--- src/rtl/univ_reg.sv ---
// Universal register: parallel load, serial shift, rotate and up/down count with
// registered serial-out and carry flags plus a combinational zero flag.
module univ_reg #(
    parameter int unsigned          WIDTH     = 8,
    parameter logic [WIDTH-1:0]     RESET_VAL = '0
) (
    input  logic             clk,
    input  logic             reset,
    input  logic             en,
    input  logic [2:0]       mode,
    input  logic [WIDTH-1:0] d,
    input  logic             sin_l,
    input  logic             sin_r,
    output logic [WIDTH-1:0] q,
    output logic             sout,
    output logic             carry,
    output logic             zero
);

    localparam logic [2:0] ModeHold = 3'b000;
    localparam logic [2:0] ModeLoad = 3'b001;
    localparam logic [2:0] ModeShl  = 3'b010;
    localparam logic [2:0] ModeShr  = 3'b011;
    localparam logic [2:0] ModeRotl = 3'b100;
    localparam logic [2:0] ModeRotr = 3'b101;
    localparam logic [2:0] ModeInc  = 3'b110;
    localparam logic [2:0] ModeDec  = 3'b111;

    localparam logic [WIDTH-1:0] AllOnes = {WIDTH{1'b1}};
    localparam logic [WIDTH-1:0] AllZero = {WIDTH{1'b0}};
    localparam logic [WIDTH-1:0] One     = {{(WIDTH-1){1'b0}}, 1'b1};

    if (WIDTH < 2 || WIDTH > 64) begin : g_width_check
        $error("univ_reg: WIDTH must be in 2..64");
    end

    logic [WIDTH-1:0] q_q, q_d;
    logic             sout_q, sout_d;
    logic             carry_q, carry_d;

    always_comb begin
        q_d     = q_q;
        sout_d  = sout_q;
        carry_d = carry_q;
        if (en) begin
            case (mode)
                ModeHold: ;
                ModeLoad: begin
                    q_d     = d;
                    carry_d = 1'b0;
                end
                ModeShl: begin
                    q_d    = {q_q[WIDTH-2:0], sin_l};
                    sout_d = q_q[WIDTH-1];
                end
                ModeShr: begin
                    q_d    = {sin_r, q_q[WIDTH-1:1]};
                    sout_d = q_q[0];
                end
                ModeRotl: begin
                    q_d    = {q_q[WIDTH-2:0], q_q[WIDTH-1]};
                    sout_d = q_q[WIDTH-1];
                end
                ModeRotr: begin
                    q_d    = {q_q[0], q_q[WIDTH-1:1]};
                    sout_d = q_q[0];
                end
                ModeInc: begin
                    q_d     = q_q + One;
                    carry_d = (q_q == AllOnes);
                end
                ModeDec: begin
                    q_d     = q_q - One;
                    carry_d = (q_q == AllZero);
                end
                // Unknown mode bits hold state rather than propagate X
                default: ;
            endcase
        end
    end

    always_ff @(posedge clk or posedge reset) begin
        if (reset) begin
            q_q     <= RESET_VAL;
            sout_q  <= 1'b0;
            carry_q <= 1'b0;
        end else begin
            q_q     <= q_d;
            sout_q  <= sout_d;
            carry_q <= carry_d;
        end
    end

    assign q     = q_q;
    assign sout  = sout_q;
    assign carry = carry_q;
    assign zero  = (q_q == AllZero);

endmodule

--- config.mk ---
export PLATFORM = sky130hd
export DESIGN_NAME = univ_reg
export DESIGN_NICKNAME = d
export VERILOG_FILES = /design/src/rtl/univ_reg.sv
export SDC_FILE = /design/constraint.sdc
export NUM_CORES = 1
export LEC_CHECK = 0
export CELL_PAD_IN_SITES_DETAIL_PLACEMENT = 0
export CELL_PAD_IN_SITES_GLOBAL_PLACEMENT = 2
export CORE_UTILIZATION = 32
export DETAILED_ROUTE_END_ITERATION = 8
export MAX_ROUTING_LAYER = met4
export PLACE_DENSITY_LB_ADDON = 0.08
export SLEW_MARGIN = 20
export SYNTH_ARGS = -nofsm -noshare
export SYNTH_HDL_FRONTEND = slang
export SYNTH_SLANG_ARGS = --single-unit
export TNS_END_PERCENT = 1
--- constraint.sdc ---
create_clock -name clk -period 3.7 [get_ports clk]
set_input_delay 0.74 -clock clk [delete_from_list [all_inputs] [get_ports clk]]
set_output_delay 0.74 -clock clk [all_outputs]
set_load 0.05 [all_outputs]
== Yosys cells after proc, flatten, opt, wreduce, memory -nomap -nowiden ==
Cells that the tools add are included.
Word-level totals
  memories: 0
  bits in registers: 10
  RAM bits: 0
  input bits: 16
  logic and storage cells: 25
  ROM bits: 0
  output and inout bits: 11
  bits in latches: 0
Operators by class
  equality and inequality tests: 8
  div/mod/pow operators: 0
  muxes and demuxes: 3
  order comparisons: 0
  add/subtract/negate cells: 2
  shifts and indexed selects: 0
  multiply operators: 0
  reduce and logical (&&, ||, !) cells: 9
  bitwise operators: 0
Operator list (count)
  $pmux W8 S7: 1
  $eq A3 B3 Y1 const B: 4
  $add A8 B1 Y8 const B: 1
  $eq A8 B8 Y1 const B: 1
  $logic_not A8 Y1: 1
  $sub A8 B1 Y8 const B: 1
  $reduce_bool A7 Y1: 1
  $eq A3 B2 Y1 const B: 2
  $reduce_and A2 Y1: 3
  $reduce_or A2 Y1: 2
  $eq A3 B1 Y1 const B: 1
  $pmux W1 S3: 1
  $reduce_bool A3 Y1: 1
  $pmux W1 S2: 1
  $reduce_bool A2 Y1: 1

== Longest topological paths before layout ==
  depth in word-level cells: 4
  depth in mapped cells: 8
  gate-level depth less buffers: 7

== Worst setup path before layout ==
OpenSTA, ideal clock, no wires.
  path type: register to output
  from: reg q_q[3] (netlist: q[3])
  to: out zero
  required time: 2.960 ns
  buffers on the path: 1
  setup slack: 0.616 ns
  arrival: 2.344 ns
  stages on the path, launching flop included: 5
  path through: dfrtp_1 buf_6 or4_4 or4_4 nor2_1
On the way
  longest elaborated chain between the ends: 1
RTL lines
  start, declared: line 37  | logic [WIDTH-1:0] q_q, q_d;
  start signal, assigned: line 88  | q_q <= q_d;
  $logic_not A8 Y1: line 97  | assign zero = (q_q == AllZero);
  end, declared: line 17  | output logic zero
Every way passes these cells.

== Worst setup path after layout ==
  from: reg q_q[2] (netlist: q[2])
  to: out zero
Same word-level chain as after synthesis.

==> results.txt <==
In this run, synthesis inferred 0 flip-flops with an integrated enable. The area growth from synthesis to final layout works out to 26.60%. The tools report the final net count as 185. In the routed design, unresolved DRC markers number 0. Compound-gate portion of the synthesized area: 20.21%. The slowest stage of the critical path belongs to the cell sky130_fd_sc_hd__clkdlybuf4s50_1.

In the synthesized netlist the dominant register cell turns out to be sky130_fd_sc_hd__dfrtp_1. The tools report the number of levels the H-tree was split into as 1. Among the stages of the critical path, the cell type that occurs most often is sky130_fd_sc_hd__or4_4. The width of the die was 63.11 µm. In this run the power density over the cells is 476.5 nW/µm².

The run gives 1750 ps as the worst reg-to-reg setup slack. Setup repair after global routing left no endpoint under its margin. After synthesis, the netlist uses 52 different library cells.

The worst-case IR drop observed on VDD is 0.2026 mV. The area occupied by registers is 250.2 µm², and the effective utilization at floorplan is 34.45%. The pre-CTS setup slack was 550.1 ps. The worst path uses 91.90% of the clock period.

The total of buffers placed on input and output ports was 26. The largest driver fanout on the critical path was 12; the cell count after synthesis was 139. For the Yosys warning count, the log shows 0.

The tools report the number of inserted diodes as 0. The flow ran to the end, and the final reports show no timing, DRC or antenna violations. After floorplanning, the core was sized to cover 3468 µm². The worst setup path is captured at an output pin. The post-cts gate resize count came out at 0. The detailed-route wire length per cell is 16.17 µm. The count of clock tree sinks was 10.

The number of clock buffers added by TritonCTS is 3. The multiplexer fraction of the synthesized cell area was 7.644%; the multi-input combinational cell area was 814.5 µm². The depth of the most critical reg-to-reg path is 4, and the count of nets left with antenna violations after detail routing is 0.

The critical path goes through or4_4, or4_4, nor2_1, clkdlybuf4s50_1. The final cell utilization of the core is 43.61%. Data on the critical path is required at its endpoint by 2960 ps. After the first detailed-routing iteration, the DRC count stood at 44. Final standard cell count with taps included and fillers excluded: 210. The startpoint identified for the worst hold timing path is carry. Using the TritonRoute via totals, the vias-per-cell ratio works out to 5.514. The most critical setup path has its startpoint at q[2]. The run gives 0.7655 as the last weighted congestion value of the routability-driven placer. The adder-cell share of the synthesized area came out at 4.188%.

The endpoint of the worst setup timing path is zero. The global-route total usage across every layer is 18.99%, and the max-slew violation count is 0. The source of the worst register-to-register timing path is q[2]. At the pin with the least slew margin, the transition time is 640.4 ps.

Summed over all nets, the half-perimeter wirelength after detailed placement is 2369 µm. The logs give 3982 µm² for the die footprint and 372 for the number of filler instances in the final layout. The tools report the source-to-sink clock delay at the later pin of the worst-skew pair as 240 ps.

For this run, the top clock speed supported by timing is 0.2941 GHz. By area, the combinational part of the netlist is dominated by simple AND/OR/NAND/NOR gates. The worst pin sits at a relative slew slack of 56.94%. The average cell area after synthesis came out at 8.596 µm². Entering global routing, the biggest net connects 17 pins.

The analysis attributes to cell leakage a power of 0.0005986 µW. Clock tree root buffer cell: sky130_fd_sc_hd__clkbuf_8. Across all setup checks in the final design, the least slack found is 299.7 ps. Clock-pin slew was measured on the worst setup and hold paths at 60 ps. The number of buffers between clock root and the deepest sink is 2, and the synthesized net count is 159. The run gives 20.94% as the portion of the post-synthesis area used by sequential elements.

On the final layout, the worst clock skew is 1.869 ps. Setup violations remaining at the end of the flow were counted as 0. After detailed placement, the design holds a cell count of 206. The synthesized netlist devotes 2.094% of its cell area to XOR and XNOR gates.

Across all layers, the routed design uses 1158 vias. The type of the most critical hold path is register to register. The logs give 0 for the hold violation total from the final report and 720.8 µW for the total power of the final layout. The number of hold buffers added after CTS was 0. For the wire length of the first global-routing pass, the log shows 5727 µm. The endpoint arrival time on the critical path is 2660 ps. After synthesis, the share of flip-flops with an asynchronous set or reset is 100.0%.

In this run the critical register-to-register path is captured at q[6]. The tools report the number of global-route vias before repair as 1137. The delay contributed by the slowest stage of the critical path was 810 ps; the number of I/O pins was 27.

The critical path is of the register to output pin type. The run gives 0 as the count of max-cap constraint violations. The number of storage elements in the synthesis netlist came out at 10.

From bottom edge to top edge, the die measures 63.11 µm. In the final layout, the share of cells above drive strength 1 is 12.80%. Once the clock tree was built, the setup fixing pass inserted 0 buffers. After detailed routing, the total wire length is 3396 µm. Summing the areas of all and, or, nand and nor instances in the mapped netlist gives 34.03% of the synthesized area. Summed over all layers, the global routing overflow is 0.

In this run the core area contains 21 standard-cell rows. For the number of antenna violations at the first check in global routing, the log shows 0. The area of the mapped netlist is 1195 µm², and the total iterations of the first detailed-routing run is 4. The smallest clock period supported by the final layout is computed as 3400 ps. TritonCTS built the clock tree. The startpoint type of the worst setup path is a register. The setup TNS came out at 0 ps.
==> sequential cells by signal, indices dropped and copies added, names as in the netlist <==
signal	flops
q	8
carry	1
sout	1
==> worst max-delay path, delay by kind of cell (launching register included) <==
kind,cells,cell delay [ps]
buffers and inverters,1,810
DFF,1,490
and+or+nand+nor,3,1130
==> worst min-delay path by stage <==
| stage | to | slack, ps | cells past startpoint |
|---|---|---|---|
| floorplan | carry | 580 | 1 |
| global placement | carry | 490 | 1 |
| detailed placement | carry | 500 | 1 |
| CTS | carry | 510 | 1 |
| global route | carry | 530 | 1 |
| finish | carry | 510 | 1 |
==> layer usage <==
layer	wire length (µm)	global-route usage, %	up-vias
met1	1740	26.11	548
met4	34	5.233	0
met2	1528	28.76	25
met3	93	2.717	5
met5	0	-	-
li1	-	-	580
==> cells by family (layout without fill, tap and decap cells) <==
group	after synthesis	in the layout
compound gates	32	32
xor+xnor	2	2
fa+ha+maj	4	4
buf+inv	18	43
flops	10	10
mux	9	9
simple gates	64	64
==> area by class of cell <==
type / count / share of cell area, %
multi-input combinational: 111 / 53.85
inverter: 6 / 1.489
clock buffer: 4 / 3.639
sequential: 10 / 16.54
tap: 46 / 3.805
timing repair buffer: 33 / 20.68
==> cell usage in the layout, fill, tap and decap left out, types with 3 or more instances in the layout <==
cell type and count:
sky130_fd_sc_hd__o21ai_0 5, sky130_fd_sc_hd__nand3b_1 4, sky130_fd_sc_hd__nor2b_1 3, sky130_fd_sc_hd__nand2_1 7, sky130_fd_sc_hd__nand4b_1 5, sky130_fd_sc_hd__clkbuf_8 4
sky130_fd_sc_hd__ha_1 4, sky130_fd_sc_hd__nand3_1 7, sky130_fd_sc_hd__a21oi_1 4, sky130_fd_sc_hd__dfrtp_1 10, sky130_fd_sc_hd__nor2_1 6, sky130_fd_sc_hd__clkdlybuf4s50_1 26
sky130_fd_sc_hd__nand2b_1 7, sky130_fd_sc_hd__inv_1 6, sky130_fd_sc_hd__buf_4 7, sky130_fd_sc_hd__and3_1 4, sky130_fd_sc_hd__o211ai_1 4, sky130_fd_sc_hd__mux2i_1 8
==> Yosys cell counts, drive strengths merged (3+ instances only) <==
cell	instances	area share, %
nand3b	4	2.5
nand2	7	2.2
o21ai	5	2.1
or4	4	3.1
dfrtp	10	21
a21oi	4	1.7
o31ai	3	2.3
ha	4	4.2
nand4b	5	3.7
nand2b	7	3.7
nor2b	3	1.6
inv	6	1.9
mux2i	8	6.7
nand3	8	3.8
and3	4	2.1
clkbuf	7	3.9
nor2	6	1.9
o211ai	4	2.5
buf	5	5.1
==> stage by stage <==
| step | hold slack, ps | instance area (µm²) |
|---|---|---|
| floorplan | 580.2 | 1195 |
| global placement | 492.0 | 1458 |
| detailed placement | 498.6 | 1458 |
| CTS | 513.7 | 1513 |
| global route | 534.9 | 1513 |
| finish | 510.0 | 1513 |
==> power by group <==
group          internal [µW]  switching [µW]
logic                    157             221
clock network           94.2            53.2
registers                137            58.5
total                    388             333
(Power assumes the default switching activity.)
